[config.mk]
export PLATFORM = sky130hd
export DESIGN_NAME = conv_enc_framer
export DESIGN_NICKNAME = d
export VERILOG_FILES = /design/src/rtl/viterbi_pkg.sv /design/src/rtl/conv_enc_core.sv /design/src/rtl/conv_enc_framer.sv
export SDC_FILE = /design/constraint.sdc
export NUM_CORES = 1
export LEC_CHECK = 0
export ABC_AREA = 0
export ABC_CLOCK_PERIOD_IN_PS = 2500
export CORE_ASPECT_RATIO = 0.9
export CORE_MARGIN = 5
export CORE_UTILIZATION = 50
export CTS_BUF_LIST = sky130_fd_sc_hd__clkbuf_8 sky130_fd_sc_hd__clkbuf_16
export DETAILED_ROUTE_END_ITERATION = 8
export DONT_BUFFER_PORTS = 1
export PLACE_DENSITY = 0.68
export REMOVE_ABC_BUFFERS = 1
export SYNTH_ARGS = -nofsm -noshare
export SYNTH_HDL_FRONTEND = slang
export SYNTH_SLANG_ARGS = --single-unit
[constraint.sdc]
create_clock -name clk -period 2.5 [get_ports clk]
set_input_delay 0.5 -clock clk [delete_from_list [all_inputs] [get_ports clk]]
set_output_delay 0.5 -clock clk [all_outputs]
set_load 0.05 [all_outputs]
[src/rtl/viterbi_pkg.sv]
// rtl/viterbi_pkg.sv - shared convolutional code parameters and framer state encoding
package viterbi_pkg;

    localparam int K_DEF = 3;
    localparam int M_DEF = K_DEF - 1;
    localparam logic [K_DEF-1:0] G0_DEF = 3'b111;
    localparam logic [K_DEF-1:0] G1_DEF = 3'b101;

    typedef enum logic [2:0] {
        IDLE,
        ENC,
        TAIL,
        FLUSH,
        DONE
    } state_t;

endpackage

[src/rtl/conv_enc_core.sv]
// rtl/conv_enc_core.sv - combinational rate-1/2 generator: symbol and next shift state
module conv_enc_core
    import viterbi_pkg::*;
#(
    parameter int K = K_DEF,
    parameter logic [K-1:0] G0 = G0_DEF,
    parameter logic [K-1:0] G1 = G1_DEF
) (
    input  logic [K-2:0] st,
    input  logic         b,
    output logic [1:0]   sym,
    output logic [K-2:0] st_next
);

    logic [K-1:0] r;

    // Newest bit sits at the LSB of the register window.
    assign r       = {st, b};
    assign sym     = {^(r & G0), ^(r & G1)};
    assign st_next = {st[K-3:0], b};

endmodule

[src/rtl/conv_enc_framer.sv]
// rtl/conv_enc_framer.sv - framed convolutional encoder with optional zero tail
module conv_enc_framer
    import viterbi_pkg::*;
#(
    parameter int K = K_DEF,
    parameter logic [K-1:0] G0 = G0_DEF,
    parameter logic [K-1:0] G1 = G1_DEF
) (
    input  logic       clk,
    input  logic       rst_n,
    input  logic       start,
    input  logic [7:0] frame_len,
    input  logic       tail_en,
    input  logic       in_valid,
    output logic       in_ready,
    input  logic       in_bit,
    output logic       sym_valid,
    input  logic       sym_ready,
    output logic [1:0] sym_out,
    output logic [7:0] sym_idx,
    output logic [7:0] out_len,
    output logic       busy,
    output logic       done
);

    localparam int M = K - 1;

    state_t       state, state_next;
    logic [M-1:0] st, st_next;
    logic [7:0]   frame_len_q;
    logic         tail_en_q;
    logic [7:0]   bit_cnt;
    logic [7:0]   tail_cnt;
    logic [7:0]   idx_next;
    logic         out_free;
    logic         xfer;
    logic         load;
    logic         enc_bit;
    logic [1:0]   sym;

    assign out_free = !sym_valid || sym_ready;
    assign xfer     = in_valid && in_ready;
    assign load     = xfer || ((state == TAIL) && out_free);
    assign enc_bit  = (state == ENC) ? in_bit : 1'b0;

    conv_enc_core #(
        .K  (K),
        .G0 (G0),
        .G1 (G1)
    ) u_core (
        .st      (st),
        .b       (enc_bit),
        .sym     (sym),
        .st_next (st_next)
    );

    always_ff @(posedge clk or negedge rst_n) begin
        if (!rst_n) begin
            state <= IDLE;
        end else begin
            state <= state_next;
        end
    end

    always_comb begin
        state_next = state;
        case (state)
            IDLE: begin
                if (start) begin
                    if (frame_len != 8'd0) begin
                        state_next = ENC;
                    end else begin
                        state_next = tail_en ? TAIL : FLUSH;
                    end
                end
            end
            ENC: begin
                if (xfer && (bit_cnt == frame_len_q - 8'd1)) begin
                    state_next = tail_en_q ? TAIL : FLUSH;
                end
            end
            TAIL: begin
                if (out_free && (tail_cnt == 8'(M - 1))) begin
                    state_next = FLUSH;
                end
            end
            FLUSH: begin
                if (out_free) begin
                    state_next = DONE;
                end
            end
            DONE:    state_next = IDLE;
            default: state_next = IDLE;
        endcase
    end

    always_comb begin
        busy     = (state != IDLE);
        done     = (state == DONE);
        in_ready = (state == ENC) && out_free;
    end

    // A load always wins over an acceptance, so back-to-back symbols keep sym_valid high.
    always_ff @(posedge clk or negedge rst_n) begin
        if (!rst_n) begin
            st          <= '0;
            frame_len_q <= 8'd0;
            tail_en_q   <= 1'b0;
            out_len     <= 8'd0;
            bit_cnt     <= 8'd0;
            tail_cnt    <= 8'd0;
            idx_next    <= 8'd0;
            sym_valid   <= 1'b0;
            sym_out     <= 2'b00;
            sym_idx     <= 8'd0;
        end else begin
            if ((state == IDLE) && start) begin
                frame_len_q <= frame_len;
                tail_en_q   <= tail_en;
                st          <= '0;
                out_len     <= frame_len + (tail_en ? 8'(M) : 8'd0);
                bit_cnt     <= 8'd0;
                tail_cnt    <= 8'd0;
                idx_next    <= 8'd0;
            end
            if (load) begin
                st        <= st_next;
                sym_out   <= sym;
                sym_idx   <= idx_next;
                idx_next  <= idx_next + 8'd1;
                sym_valid <= 1'b1;
                if (state == ENC) begin
                    bit_cnt <= bit_cnt + 8'd1;
                end else begin
                    tail_cnt <= tail_cnt + 8'd1;
                end
            end else if (sym_ready) begin
                sym_valid <= 1'b0;
            end
        end
    end

endmodule

; ---- Word-level counts from Yosys, hierarchy flattened
; Cells that the tools add are included.
[word_totals]
ff_bits = 57
inputBits = 15
output_inout_bits = 22
wordCells = 65
[op_classes]
n_addsub = 5
n_eq_ne = 10
n_mux = 22
reduce_logical = 17
[ops]
columns = cell, count
row1 = $mux W8, 8
row2 = $add A8 B1 Y8 const B, 3
row3 = $mux W3, 4
row4 = $pmux W3 S4, 1
row5 = $add A8 B2 Y8, 1
row6 = $eq A8 B1 Y1 const B, 1
row7 = $eq A8 B8 Y1, 1
row8 = $mux W2, 4
row9 = $reduce_bool A8 Y1, 1
row10 = $sub A8 B1 Y8 const B, 1
row11 = $eq A3 B2 Y1 const B, 2
row12 = $logic_and A1 B1 Y1, 6
row13 = $ne A2 B2 Y1 const B, 3
row14 = $reduce_xor A3 Y1, 2
row15 = $mux W1, 5
row16 = $reduce_and A4 Y1, 1
row17 = $reduce_bool A2 Y1, 2
row18 = $eq A3 B1 Y1 const B, 1
row19 = $eq A3 B3 Y1 const B, 1
row20 = $logic_not A3 Y1, 1
row21 = $reduce_bool A3 Y1, 1
row22 = $logic_or A1 B1 Y1, 2
row23 = $ne A2 B1 Y1 const B, 1
row24 = $logic_not A1 Y1, 1

; ---- Logic depth before layout (Yosys ltp)
[logic_depth]
ltp_word = 7
mapped_depth = 8
ltp_nobuf = 7

; ---- Hierarchy
; From an unflattened synthesis, not the netlist that was laid out.
[unflattened]
cells_unflattened = 300
hier_area_um2 = 2936.6
[modules_own_cells]
columns = mod, instances, cells_each, area_each_um2, seq_area_each_um2
row1 = conv_enc_framer, 1, 296, 2889.0, 1401.3
row2 = conv_enc_core, 1, 4, 47.5, 0.0

; ---- Worst setup path before layout
; No wires, ideal clock.
[synth_timing]
path_kind = reg-to-output
startpoint = register sym_valid
endpoint = output in_ready
t_arrival_ns = 1.865
required_ns = 2.000
path_slack_ns = 0.135
path_stages_with_launch = 3
n_path_buf = 0
cell_sequence = dfrtp_1 -> nor2b_1 -> nor3_1
[synth_between]
elab_chain_len = 3
[synth_lines]
columns = element, line
row1 = start: declaration, conv_enc_framer.sv:17  ; output logic sym_valid,
row2 = start signal: assignment, conv_enc_framer.sv:113  ; sym_valid <= 1'b0;
row3 = start signal: assignment, conv_enc_framer.sv:131  ; sym_valid <= 1'b1;
row4 = start signal: assignment, conv_enc_framer.sv:138  ; sym_valid <= 1'b0;
row5 = $logic_not A1 Y1, conv_enc_framer.sv:41  ; assign out_free = !sym_valid || sym_ready;
row6 = $logic_or A1 B1 Y1, conv_enc_framer.sv:41
row7 = $logic_and A1 B1 Y1, conv_enc_framer.sv:100  ; in_ready = (state == ENC) && out_free;
row8 = end: declaration, conv_enc_framer.sv:15  ; output logic in_ready,
; Every way passes these cells.

; ---- Worst setup path in the final report
[layout_timing]
startpoint = register state[1]
endpoint = output busy
[layout_between]
elab_chain_len = 1
[layout_lines]
columns = element, line
row1 = start: declaration, conv_enc_framer.sv:28  ; state_t state, state_next;
row2 = start signal: assignment, conv_enc_framer.sv:61  ; state <= state_next;
row3 = $reduce_bool A3 Y1, conv_enc_framer.sv:98  ; busy = (state != IDLE);
row4 = end: declaration, conv_enc_framer.sv:22  ; output logic busy,
; Every way passes these cells.

==> results.md <==
- Status: complete, no violations
- Clk root buf: clkbuf_8
- Util after Layout: 0.5571
- Largest delay contributor family on the critical path: flip-flops
- Max Freq: 0.5018 GHz
- Fin. max-slew vios: 0
- Initial core utilization: 0.5185
- Nets: 342
- Max-cap check violation count: 0
- Die Height: 82.89 um
- Startpoint Class: register
- CP Capture Type: primary output
- Worst VDD drop: 0.7285 mV
- Gate power share: 0.280
- Via count: 2238
- Critical-path cell list: nor3_1, inv_1
- DR vias/cell: 5.724
- Post-synth ARST share: 1.000
- Total track usage: 0.1689
- Slowest cell on crit path: dfrtp_1
- Core area: 5693 um^2
- Sequential Power Share: 0.545
- EDFF count, synth: 0
- Clock slew at reported path FFs: 110 ps
- Max FO, Critical Path: 15
- Post-Syn Area: 2952 um^2
- DRT antenna net count: 0
- Post-synthesis sequential area ratio: 0.4748
- Critical path data required time: 2000 ps
- Postcts setup bufs: 0
- Die width: 90.99 um
- Commonest cells in the netlist: nand2_1 (82), dfrtp_1 (56), xor2_1 (17), nor2_1 (16), nand3_1 (14)
- Worst skew pair latency: 310 ps
- Largest net degree at the start of global routing: 57
- Ys flop type: dfrtp_1
- Gpl congestion: 0.7700
- # DRC: 0
- P_int: 1.897 mW
- Clock sinks: 56
- Top cells by area, synth: dfrtp_1 (47%), nand2_1 (10%), xor2_1 (5.0%)
- Clock period minus final worst setup slack: 1993 ps
- Final count of hold timing violations: 0
- Share of cells above drive strength 1: 0.09034
- Post-Route WL: 6.017 mm
- Synth unique cells: 50
- First-pass GRT wire length: 10.61 mm
- Clk pwr share: 0.175
- Initial antenna violation count: 0
- Avg Inst Size Synth: 9.253 um^2
- FF+latch count, synth: 56
- Final Cell Area: 3172 um^2
- Hold WC Path Type: in -> async
- Total iterations of the first detailed-routing run: 4
- Area Growth Syn to Fin: 7.461%
- Slew @ Worst Pin: 501.3 ps
- Sum of buffers and inverters on the critical path: 1
- Total die area: 7542 um^2
- Total power: 3.409 mW
- Leakage: 1.510 nW
- P_sw: 1.511 mW
- Switch share: 0.4434
- Setup TNS Final: 0 ps
- Final Cycle Share: 0.7972
- Placed Area: 3033 um^2
- Slowest Stage Delay on Critical Path: 650 ps
- H-tree depth: 2
- Number of fill cells: 491
- PD cells: 1075 nW/um^2
- Ports: 37
- TritonCTS clock tree: done
- Clock skew: 9.651 ps
- Share of the synthesized area in the top cell type: 0.4748
- # diodes: 0
- # setup viols final: 0
- RSZ-0062 raised after global routing: false
- Number of synthesis warnings: 0
- Critical Path AT: 1490 ps
- HPWL Detailed: 4.284 mm
- Cts repair resizes: 0
- Fin Hold WS: 28.24 ps
- Port-buffer cells: 0
- CTS Buf Count: 5
- Rows: 26
- Crit Path Category: reg -> out
- Vias in the first global route: 2148
- Yosys top cell by area: dfrtp_1
- Gr ovfl total: 0
- Slew headroom: 0.6654
- DR WL/cell: 15.39 um
- Synth Instances: 319
- Iteration-0 DRC Markers: 129
- Most numerous cell in the Yosys netlist: nand2_1
- CTS max path bufs: 2
-- sequential cells by signal, indices dropped and copies added (netlist names) --
signal       cells
st               2
sym_idx          8
tail_cnt         8
idx_next         8
tail_en_q        1
out_len          8
state            3
sym_out          2
frame_len_q      7
sym_valid        1
bit_cnt          8
-- per-stage QoR --
stage,instances,setup slack (ps)
floorplan,304,134.9
global placement,382,645.1
detailed placement,382,538.0
CTS,391,484.9
global route,391,155.1
finish,391,507.0
-- worst paths after layout --
kind	startpoint	end	slack [ps]	cells after the start
min in group clk	frame_len[2]	frame_len_q[2]	300	2
hold reg to reg	tail_cnt[7]	tail_cnt[7]	480	1
hold / removal	rst_n	sym_idx[1]	30	1
setup reg to reg	frame_len_q[1]	state[0]	530	7
max in group asynchronous	rst_n	bit_cnt[3]	2220	1
setup / recovery	state[1]	busy	510	2
-- power by group through the flow --
stage          registers, mW  logic, mW  clock network (mW)
6_report                1.86      0.955               0.595
5_1_grt                 1.91       1.10               0.656
4_1_cts                 1.86      0.969               0.610
3_5_place_dp            1.88      0.945                   0
3_3_place_gp            1.86      0.908                   0
2_1_floorplan           1.85      0.713                   0
-- cells in the final DEF (no fill, tap or decap), types with 6 or more instances in the layout --
cell type | Yosys | final
nor2_1 | 16 | 16
o21ai_1 | 10 | 10
xor2_1 | 17 | 17
nand2_1 | 82 | 82
xnor2_1 | 6 | 6
o21ai_0 | 11 | 11
nand3_1 | 14 | 14
ha_1 | 7 | 7
mux2i_1 | 6 | 6
nand4_1 | 10 | 10
inv_1 | 7 | 7
buf_4 | 3 | 8
dfrtp_1 | 56 | 56
nor3_1 | 8 | 7
and3_1 | 7 | 7
-- cell type report --
class,instances,area [um^2],share of cell area
Clock buffer,5,68.82,0.02170
Clock inverter,3,42.54,0.01341
Inverter,8,30.03,0.009467
Multi-Input combinational cell,240,1454,0.4584
Sequential cell,56,1401,0.4418
Tap cell,70,87.58,0.02761
Timing Repair Buffer,9,87.58,0.02761
-- cells by family after synthesis --
group                      count (synthesis)  synth area share
AOI/OAI and AO/OA                         42            0.1000
adders and majority gates                  7           0.02967
xor gates and xnor gates                  23           0.06825
DFF                                       56            0.4748
buffers and inverters                     23           0.03433
muxes                                      7           0.02416
and+or+nand+nor                          161            0.2688
-- routing by layer --
metal	up-vias	global-route usage	wire length [um]
met4	0	0.04267	63
met5	-	0	0
met3	9	0.05063	388
met1	1077	0.2350	2774
met2	57	0.2575	2791
li1	1095	-	-
-- repair_timing --
item | in CTS | in global routing
hold endpoints to repair | 56 | 0
endpoints found under the setup margin | 0 | 0
hold buffers | 1 | 0
Power figures use the tool's default switching activity.
